--- config.mk ---
export PLATFORM = sky130hd
export DESIGN_NAME = candle_command_sequencer
export DESIGN_NICKNAME = d
export VERILOG_FILES = /design/src/rtl/candle_command_sequencer.sv
export SDC_FILE = /design/constraint.sdc
export NUM_CORES = 1
export LEC_CHECK = 0
export ABC_AREA = 1
export CAP_MARGIN = 10
export CORE_MARGIN = 2
export CORE_UTILIZATION = 53
export DETAILED_ROUTE_END_ITERATION = 12
export PLACE_DENSITY_LB_ADDON = 0.05
export SYNTH_ARGS = -nofsm -noshare
export SYNTH_HDL_FRONTEND = slang
export SYNTH_SLANG_ARGS = --single-unit
--- constraint.sdc ---
create_clock -name sys_clk -period 3.15 [get_ports sys_clk]
set_input_delay 0.4725 -clock sys_clk [delete_from_list [all_inputs] [get_ports sys_clk]]
set_output_delay 0.4725 -clock sys_clk [all_outputs]
set_load 0.01 [all_outputs]
--- src/rtl/candle_command_sequencer.sv ---
// candle_command_sequencer
// Accepts an 8-bit target candle pattern over a valid/ready handshake. It then issues
// single-position set/clear strobes to the candle controller until candle_state matches
// the target. When the patterns match it pulses done. If the command budget runs out
// first, it raises a sticky error.
//
// Optional feature: define CANDLE_SEQ_DUAL_CMD_EN to issue one set and one clear in the
// same ISSUE cycle whenever both are needed. The pair counts as a single command.
//
// Ports:
//   sys_clk        in   clock, rising edge
//   clr_async      in   asynchronous active-high reset
//   target_pattern in   [7:0] requested pattern, bit i = candle i lit
//   target_valid   in   target_pattern valid
//   target_ready   out  idle, can accept a target
//   candle_state   in   [7:0] feedback from the candle controller
//   pos_to_set     out  [2:0] position to set (holds while set_enable low)
//   set_enable     out  set strobe
//   pos_to_clear   out  [2:0] position to clear (holds while clear_enable low)
//   clear_enable   out  clear strobe
//   busy           out  not idle
//   done           out  one-cycle pulse on match
//   error          out  sticky, budget exhausted without match
module candle_command_sequencer #(
  parameter int unsigned SETTLE_CYCLES = 1,
  parameter int unsigned MAX_CMDS      = 16
) (
  input  logic       sys_clk,
  input  logic       clr_async,
  input  logic [7:0] target_pattern,
  input  logic       target_valid,
  output logic       target_ready,
  input  logic [7:0] candle_state,
  output logic [2:0] pos_to_set,
  output logic       set_enable,
  output logic [2:0] pos_to_clear,
  output logic       clear_enable,
  output logic       busy,
  output logic       done,
  output logic       error
);

  localparam int unsigned CntW    = $clog2(MAX_CMDS + 1);
  localparam int unsigned SettleW = (SETTLE_CYCLES > 1) ? $clog2(SETTLE_CYCLES) : 1;

  typedef enum logic [2:0] {
    StIdle, StCompare, StIssue, StSettle, StDone, StFail
  } state_e;

  state_e             r_state;
  logic [7:0]         r_target;
  logic [CntW-1:0]    r_cnt;
  logic [SettleW-1:0] r_settle;
  logic [2:0]         r_pos_set;
  logic [2:0]         r_pos_clr;
  logic               r_set_en;
  logic               r_clr_en;
  logic               r_done;
  logic               r_error;

  logic [7:0] w_need_set;
  logic [7:0] w_need_clr;
  logic [2:0] w_set_idx;
  logic [2:0] w_clr_idx;

  function automatic logic [2:0] lowest_idx(input logic [7:0] v);
    logic [2:0] idx;
    idx = 3'd0;
    for (int i = 7; i >= 0; i--) begin
      if (v[i]) idx = 3'(i);
    end
    return idx;
  endfunction

  always_comb begin
    w_need_set = r_target & ~candle_state;
    w_need_clr = ~r_target & candle_state;
    w_set_idx  = lowest_idx(w_need_set);
    w_clr_idx  = lowest_idx(w_need_clr);
  end

  always_ff @(posedge sys_clk or posedge clr_async) begin
    if (clr_async) begin
      r_state   <= StIdle;
      r_target  <= 8'h00;
      r_cnt     <= '0;
      r_settle  <= '0;
      r_pos_set <= 3'd0;
      r_pos_clr <= 3'd0;
      r_set_en  <= 1'b0;
      r_clr_en  <= 1'b0;
      r_done    <= 1'b0;
      r_error   <= 1'b0;
    end else begin
      // Strobes are single-cycle by default; only COMPARE re-arms them.
      r_set_en <= 1'b0;
      r_clr_en <= 1'b0;
      r_done   <= 1'b0;
      case (r_state)
        StIdle: begin
          if (target_valid) begin
            r_target <= target_pattern;
            r_error  <= 1'b0;
            r_cnt    <= '0;
            r_state  <= StCompare;
          end
        end
        StCompare: begin
          if (w_need_set == 8'h00 && w_need_clr == 8'h00) begin
            r_done  <= 1'b1;
            r_state <= StDone;
          end else if (r_cnt == CntW'(MAX_CMDS)) begin
            r_error <= 1'b1;
            r_state <= StFail;
          end else begin
`ifdef CANDLE_SEQ_DUAL_CMD_EN
            // Set and clear vectors are disjoint, so the two positions never collide.
            if (w_need_set != 8'h00) begin
              r_set_en  <= 1'b1;
              r_pos_set <= w_set_idx;
            end
            if (w_need_clr != 8'h00) begin
              r_clr_en  <= 1'b1;
              r_pos_clr <= w_clr_idx;
            end
`else
            if (w_need_set != 8'h00) begin
              r_set_en  <= 1'b1;
              r_pos_set <= w_set_idx;
            end else begin
              r_clr_en  <= 1'b1;
              r_pos_clr <= w_clr_idx;
            end
`endif
            r_state <= StIssue;
          end
        end
        StIssue: begin
          r_cnt    <= r_cnt + CntW'(1);
          r_settle <= SettleW'(SETTLE_CYCLES - 1);
          r_state  <= StSettle;
        end
        StSettle: begin
          if (r_settle == '0) r_state <= StCompare;
          else                r_settle <= r_settle - SettleW'(1);
        end
        StDone:  r_state <= StIdle;
        StFail:  r_state <= StIdle;
        default: r_state <= StIdle;
      endcase
    end
  end

  assign target_ready = (r_state == StIdle);
  assign busy         = (r_state != StIdle);
  assign pos_to_set   = r_pos_set;
  assign set_enable   = r_set_en;
  assign pos_to_clear = r_pos_clr;
  assign clear_enable = r_clr_en;
  assign done         = r_done;
  assign error        = r_error;

endmodule

==> flow_summary.ini, run 1 <==
[clock_tree]
clkTransAtPathRegs_ps = 140
post_cts_resized = 0
cts_tree = done
holdBufCountCts = 0
clk_path_buf_depth = 2
cts_sinks = 26
postCtsSetupBuffers = 0
root_buffer = clkbuf_4
clkLatencyLatePin_ps = 330
h-tree-depth = 1
numCtsBuffers = 3

[drt]
drtIter0Drc = 46
antenna_left = 0
wl_mm = 2.82
vias = 1220
vias_per_cell = 4.92
first_pass_iters = 4
drc = 0
wl_per_cell_um = 11.4

[global_route]
antenna_found_initial = 0
grt_pass1_wl_mm = 5.04
grt_max_degree = 27
overflow = 0
grt_usage = 0.204
grt_pass1_vias = 1191

[yosys]
synth-simple-area-share = 0.315
synth_top_cells_by_area = dfrtp_1, nand2_1, inv_1, o21ai_0, nand2_2
async_reset_ff_frac = 1.00
postSynthCellCount = 185
synthMuxAreaShare = 0
synthFlopType = dfrtp_1
netlist-cell-type-count = 25
yosys_warnings = 0
seq_area_frac_synth = 0.449
synthTopCellsByCount = nand2_1, inv_1, dfrtp_1
synthesis.nets = 206
yosysMostFrequentCell = nand2_1
avgSynthCellArea_sq_um = 7.84
synth_top_family_by_area = simple AND/OR/NAND/NOR gates
synth-seq-cells = 26
netlist.area_leader.share = 0.449
synth-compound-area-share = 0.109
syn_area_sq_um = 1450
yosysTopAreaCell = dfrtp_1
synth_edf_count = 0
synth_fa_ha_area_frac = 0.0173
synthXorXnorAreaFrac = 0.00604

[floorplanning]
die_w_um = 56.3
core_sq_um = 2540
fp-row-count = 18
chipHeight_um = 56.3
die-area_sq_um = 3170
ios = 31
initial_core_util = 0.570

[worst_setup_path]
crit_chain = nor2_1 -> nand2_2 -> inv_1 -> clkdlybuf4s50_1
endpoint_kind = primary output
worst_path_max_delay_cell = clkdlybuf4s50_1
rr_worst_depth = 8
cp_num_buf_inv = 2
crit_family = buffers and inverters
arrival_ps = 1620
slowest_delay_ps = 530
worstSetupPathType = flip-flop to primary output
startpoint_type = flip-flop
timing.rr.end = pos_to_set[1]
required_ps = 2680
r2r-start = r_cnt[0]
crit_fanout = 5
rrSetupSlack_ps = 1650
crit_start = r_state[2]

[sta]
holdWs_ps = 511
fin_skew_ps = 10.5
min_period_ps = 2090
hold_viol = 0
setup_viol_count_final = 0
rsz0062_at_grt = no
fin_ws_ps = 1060
fmax_mhz = 478
drv_slew = 0
tns_ps = 0
max_slew.worst_pin.slew_ps = 958
finalCritPeriodShare = 0.665
slew_headroom = 0.361

[layout]
n_antenna_cell = 0
multiInputGateArea_sq_um = 648
seqCellArea_sq_um = 651
nFillCells = 220
fin_util = 0.719
syn2layout_area_growth_pct = 26.1
drive_gt1_frac = 0.156
nets = 240

[placement]
hpwlAfterDp_mm = 2.31
place_congestion = 0.868
detailedPlace.worstSlack_ps = 1260
portBuffers = 30

[run_status]
status = complete, no violations

[pwr]
p_per_area_nw_per_um2 = 877
vdd_drop_max_v = 0.000539
leakage_uw = 0.000929
p_total_uw = 1600

[run]
maxCapViolCount = 0

[min_path]
hold_path_class = flip-flop to flip-flop
hold_end = pos_to_clear[2]
min-delay-start = pos_to_clear[2]
hold_depth = 2
[registers in the layout, indices dropped and copies added, names as in the netlist]
name and count:
r_cnt 5, set_enable 1, error 1, done 1
pos_to_clear 3, pos_to_set 3, r_target 8, clear_enable 1
r_state 3
[layout make-up]
cell class                      count  share of cell area
Timing Repair Buffer               30               0.164
Clock inverter                      1              0.0164
Inverter                           37              0.0766
Multi-Input combinational cell    121               0.354
Clock buffer                        3              0.0123
Sequential cell                    26               0.356
Tap cell                           30              0.0205
[per-stage QoR]
stage               cell area [sq um]  instances
finish                           1830        248
global route                     1830        248
CTS                              1830        248
detailed placement               1780        244
global placement                 1780        244
floorplan                        1450        185
[cell families after synthesis]
logic type      Yosys count
buf+inv                  38
compound gates           28
xor+xnor                  1
flops                    26
fa+ha+maj                 2
simple gates             90
[worst max-delay path by stage]
stage	endpoint	cells past startpoint	slack, ps
detailed placement	error	10	1260
finish	target_ready	4	1060
CTS	target_ready	4	1020
floorplan	pos_to_set[0]	9	1830
global placement	r_state[0]	10	1340
global route	target_ready	4	910
[cells in the final DEF (no fill, tap or decap)]
master           netlist  final
o31ai_1                1      1
o22ai_1                1      1
bufinv_16              0      1
clkdlybuf4s50_1        0     30
inv_1                 30     30
inv_2                  6      6
clkinv_2               1      1
xor2_1                 1      1
ha_1                   2      2
nor2_1                 8      8
a21oi_2                1      1
nor2_2                 4      4
o21ai_1                5      5
nor2_4                 3      3
nand2_1               56     56
nor3_4                 1      1
o21bai_1               1      1
o21ai_0               13     13
nand2_2                9      9
nand2_4                2      2
nand3_4                1      1
dfrtp_1               26     26
a21oi_1                5      5
nor2_8                 1      1
nand3_1                5      5
o31ai_2                1      1
clkbuf_4               0      3
[report_power, final]
group / internal (uW) / switching [uW] / total [uW] / leakage [uW]
registers: 470 / 100 / 570 / 0.000333
clock network: 129 / 99.7 / 228 / 0.0000279
logic: 333 / 473 / 806 / 0.000568
total: 932 / 673 / 1600 / 0.000929
[worst register-to-register path, cell delays in order (launching register included)]
cell and delay [ps]:
dfrtp_1 450, inv_1 90, ha_1 150, nand2_1 90, nor3_4 270, nor2_8 70, nand2_2 140, nand2_1 100
o31ai_2 70
[metal layers]
layer,vias to the layer above,wire length [um],global-route usage
met5,-,0,0
met3,4,115,0.0346
met4,0,46,0.0952
li1,629,-,-
met2,32,1410,0.355
met1,555,1260,0.244
Note: power is estimated with default switching activity, not from simulation.
==> run 2: changes to the inputs <==
Settings changed: CORE_UTILIZATION 53 to 45.
Clock period 3.15 ns to 1.9 ns, I/O delays scaled along.
==> run 2 against run 1 <==
Cell count increased by 6.5%. Clock skew decreased by 6.2 ps. Sequential power increased by 65%. Cell area increased by 1.2%. Die area increased by 16%. Sequential share of layout area decreased by 0.41 points. Global-route usage decreased by 3.9 points. Worst setup slack got worse by 910 ps.
==> flow_summary.ini, run 2 (synthesis results as in run 1) <==
[worst_setup_path]
slowest_delay_ps = 550
crit_chain = inv_1 -> nand2_2 -> clkdlybuf4s50_1
arrival_ps = 1470
worstSetupPathType = flip-flop to primary output
rrSetupSlack_ps = 430
crit_fanout = 5
crit_family = buffers and inverters
crit_start = r_state[1]
worst_path_max_delay_cell = clkdlybuf4s50_1
rr_worst_depth = 9
timing.rr.end = pos_to_set[0]
startpoint_type = flip-flop
endpoint_kind = primary output
required_ps = 1620
r2r-start = r_cnt[0]
cp_num_buf_inv = 2

[placement]
place_congestion = 0.778
detailedPlace.worstSlack_ps = 254
portBuffers = 30
placed_area_sq_um = 1810
hpwlAfterDp_mm = 2.10

[layout]
stdcell_area_sq_um = 1850
n_antenna_cell = 0
final_cell_mix = nand2_1, inv_1, clkdlybuf4s50_1
reg_top3 = r_target x8, r_cnt x5
nets = 242
largest-register = r_target
final_common_cell = nand2_1
drive_gt1_frac = 0.168
syn2layout_area_growth_pct = 27.6
largest_reg_flops = 8
nFillCells = 307

[floorplanning]
die-area_sq_um = 3690
fp-row-count = 20
initial_core_util = 0.475
die_w_um = 60.8
ios = 31
core_sq_um = 3050
chipHeight_um = 60.8

[sta]
setup_viol_count_final = 0
min_period_ps = 1760
fmax_mhz = 569
fin_skew_ps = 4.26
fin_ws_ps = 141
max_slew.worst_pin.slew_ps = 326
rsz0062_at_grt = no
slew_headroom = 0.782
finalCritPeriodShare = 0.926
holdWs_ps = 299
hold_viol = 0
drv_slew = 0
tns_ps = 0

[clock_tree]
clk_path_buf_depth = 2
cts_tree = done
numCtsBuffers = 3
clkTransAtPathRegs_ps = 140
clkLatencyLatePin_ps = 310
h-tree-depth = 1
postCtsSetupBuffers = 0
root_buffer = clkbuf_4
cts_sinks = 26

[drt]
vias = 1187
antenna_left = 0
drtIter0Drc = 35
first_pass_iters = 4
drc = 0
vias_per_cell = 4.50
wl_per_cell_um = 9.85
wl_mm = 2.60

[global_route]
overflow = 0
grt_max_degree = 27
grt_pass1_wl_mm = 4.52
grt_usage = 0.165
antenna_found_initial = 0
grt_pass1_vias = 1113

[pwr]
p_switching_uw = 1080
p_per_area_nw_per_um2 = 1370
leakage_uw = 0.000946
combPwrFrac = 0.519
p_int_uw = 1450
swShare = 0.425
pwr-share-clk = 0.109
seqPwrFrac = 0.373
p_total_uw = 2530
vdd_drop_max_v = 0.000564

[run]
maxCapViolCount = 0

[min_path]
hold_path_class = primary input to asynchronous set/reset pin

[run_status]
status = complete, no violations
==> run 2: changes by cell type in the layout (fill, tap and decap cells not counted) <==
cell,previous run,this run
nor2_2,4,5
buf_4,0,2
clkdlybuf4s50_1,30,29
bufinv_16,1,0
dlymetal6s2s_1,0,1
clkbuf_8,0,1
nor2_1,8,7
==> run 2: layout make-up <==
class                      instances  area [sq um]  share of cell area
sequential                        26           651               0.352
multi-input combinational        121           651               0.352
timing repair buffer              32           318               0.172
inverter                          37           140              0.0757
tap                               44          55.1              0.0297
clock buffer                       4          36.3              0.0196
==> run 2: per-stage QoR <==
step | utilization | instances
6_report | 0.606 | 264
5_1_grt | 0.606 | 264
3_5_place_dp | 0.593 | 260
3_3_place_gp | 0.593 | 260
4_1_cts | 0.605 | 264
2_1_floorplan | - | 185
==> run 2: worst max-delay path by stage <==
stage                          endpoint  slack (ps)  depth (start not counted)
after floorplan           pos_to_set[0]         580                          9
after global placement       r_state[1]         280                         10
after detailed placement          error         250                         10
after CTS                  target_ready        0.01                          4
after global routing               busy          50                          3
final                              busy         140                          3
==> run 2: worst min-delay path: stages <==
cell and delay, ps:
clkdlybuf4s50_1 390, inv_1 50, buf_4 300
==> run 2: timing repair <==
item	4_1_cts	5_1_grt
endpoints found under the setup margin	0	1
hold buffers	0	0
gates resized for setup	0	2
==> run 2: power by group through the flow <==
stage	Clock, uW	Combinational (uW)	Sequential (uW)
floorplan	0	898	962
global placement	0	1300	945
global route	310	1490	973
detailed placement	0	1320	955
finish	275	1310	942
CTS	287	1330	944
==> run 2: metal layers <==
metal  track usage  vias up  part of all wire
li1              -      632                 -
met3        0.0277        4             0.033
met1         0.208      530              0.49
met4        0.0559        0             0.011
met5             0        -                 0
met2         0.287       21              0.46
==> run 3: changes to the inputs <==
Settings changed: MAX_ROUTING_LAYER set to met4.
==> run 3 against run 2 <==
Cell area unchanged. First-iteration DRC count unchanged. Hold slack unchanged. Power about the same. Critical path depth unchanged. Cell count unchanged. Combinational power about the same. Sequential power about the same. Register-to-register slack about the same. Clock skew about the same. Highest routed layer unchanged.
==> flow_summary.ini, run 3 (synthesis results as in run 1) <==
[layout]
final_cell_mix = nand2_1, inv_1, clkdlybuf4s50_1
largest_reg_flops = 8
drive_gt1_frac = 0.168
n_antenna_cell = 0
final_common_cell = nand2_1
stdcell_area_sq_um = 1850
largest-register = r_target
fin_util = 0.606
syn2layout_area_growth_pct = 27.6
nets = 242
reg_top3 = r_target x8, r_cnt x5

[pwr]
swShare = 0.426
p_switching_uw = 1080
leakage_uw = 0.000946
vdd_drop_max_v = 0.000566
seqPwrFrac = 0.373
combPwrFrac = 0.519
p_int_uw = 1450
p_per_area_nw_per_um2 = 1370
pwr-share-clk = 0.109

[worst_setup_path]
startpoint_type = flip-flop
endpoint_kind = primary output
arrival_ps = 1470
crit_fanout = 5
worst_path_max_delay_cell = clkdlybuf4s50_1
worstSetupPathType = flip-flop to primary output
crit_family = buffers and inverters
cp_num_buf_inv = 2
crit_chain = inv_1 -> nand2_2 -> clkdlybuf4s50_1
slowest_delay_ps = 550
required_ps = 1620

[drt]
antenna_left = 0
vias_per_cell = 4.50
wl_per_cell_um = 9.85
first_pass_iters = 4
wl_mm = 2.60
drc = 0
drtIter0Drc = 35
vias = 1187

[sta]
tns_ps = 0
finalCritPeriodShare = 0.926
drv_slew = 0
min_period_ps = 1760
fin_skew_ps = 4.27
setup_viol_count_final = 0
hold_viol = 0
max_slew.worst_pin.slew_ps = 326
slew_headroom = 0.782
rsz0062_at_grt = no
fmax_mhz = 569

[global_route]
antenna_found_initial = 0
grt_pass1_vias = 1113
grt_usage = 0.170
overflow = 0
grt_pass1_wl_mm = 4.52
grt_max_degree = 27

[min_path]
hold_path_class = primary input to asynchronous set/reset pin

[placement]
hpwlAfterDp_mm = 2.10
portBuffers = 30
place_congestion = 0.789
placed_area_sq_um = 1810

[run_status]
status = complete, no violations

[floorplanning]
die_w_um = 60.8
chipHeight_um = 60.8
ios = 31
die-area_sq_um = 3690
initial_core_util = 0.475
core_sq_um = 3050
fp-row-count = 20

[clock_tree]
h-tree-depth = 1
root_buffer = clkbuf_4
clkTransAtPathRegs_ps = 140
cts_sinks = 26
cts_tree = done
clkLatencyLatePin_ps = 310
numCtsBuffers = 3
clk_path_buf_depth = 2
postCtsSetupBuffers = 0

[run]
maxCapViolCount = 0
==> run 3: cell type report <==
type	instances	area, sq um
clock buffers	4	36.3
well taps	44	55.1
fillers	307	1200
multi-input cells	121	651
repair buffers	32	318
inverters	37	140
flip-flops and latches	26	651
==> run 3: path summary, 6_finish.rpt <==
| path | from | endpoint | slack, ps | depth (start not counted) |
|---|---|---|---|---|
| min reg2reg | pos_to_set[0] | pos_to_set[0] | 500 | 2 |
| min | clr_async | error | 300 | 3 |
| max reg2reg | r_cnt[0] | pos_to_set[0] | 430 | 9 |
| max | r_state[1] | busy | 140 | 3 |
| min in group sys_clk | pos_to_set[0] | pos_to_set[0] | 500 | 2 |
| max in group asynchronous | clr_async | r_target[0] | 1360 | 3 |
==> run 3: per-stage QoR <==
step,instances,worst slack (ps),total power [uW],hold WS [ps]
global route,264,46.0,2780,328
finish,264,141,2530,299
global placement,260,276,2250,463
detailed placement,260,254,2280,468
CTS,264,0.0113,2560,298
floorplan,185,582,1860,325
==> run 3: timing repair <==
| action | in CTS | in global routing |
|---|---|---|
| hold buffers | 0 | 0 |
| gates resized for setup | 0 | 2 |
| setup endpoints to repair | 0 | 1 |
==> run 3: worst reg2reg max path, stage by stage (launching register included) <==
cell,delay [ps]
dfrtp_1,440
inv_1,70
ha_1,140
nand2_1,80
nor3_4,270
nor2_8,70
nand2_2,140
a21oi_2,40
nand2_1,70
nand2_1,50
==> run 3: power by group through the flow <==
stage               clock network (uW)  logic (uW)  registers (uW)
floorplan                            0         898             962
global placement                     0        1300             945
detailed placement                   0        1320             955
CTS                                287        1330             944
global route                       310        1490             973
finish                             275        1310             942
==> run 3: routing by layer <==
layer,up-vias,global-route usage,part of all wire
met5,-,-,0
met4,0,0.0559,0.011
met3,4,0.0256,0.030
met2,21,0.287,0.46
met1,530,0.209,0.50
li1,632,-,-
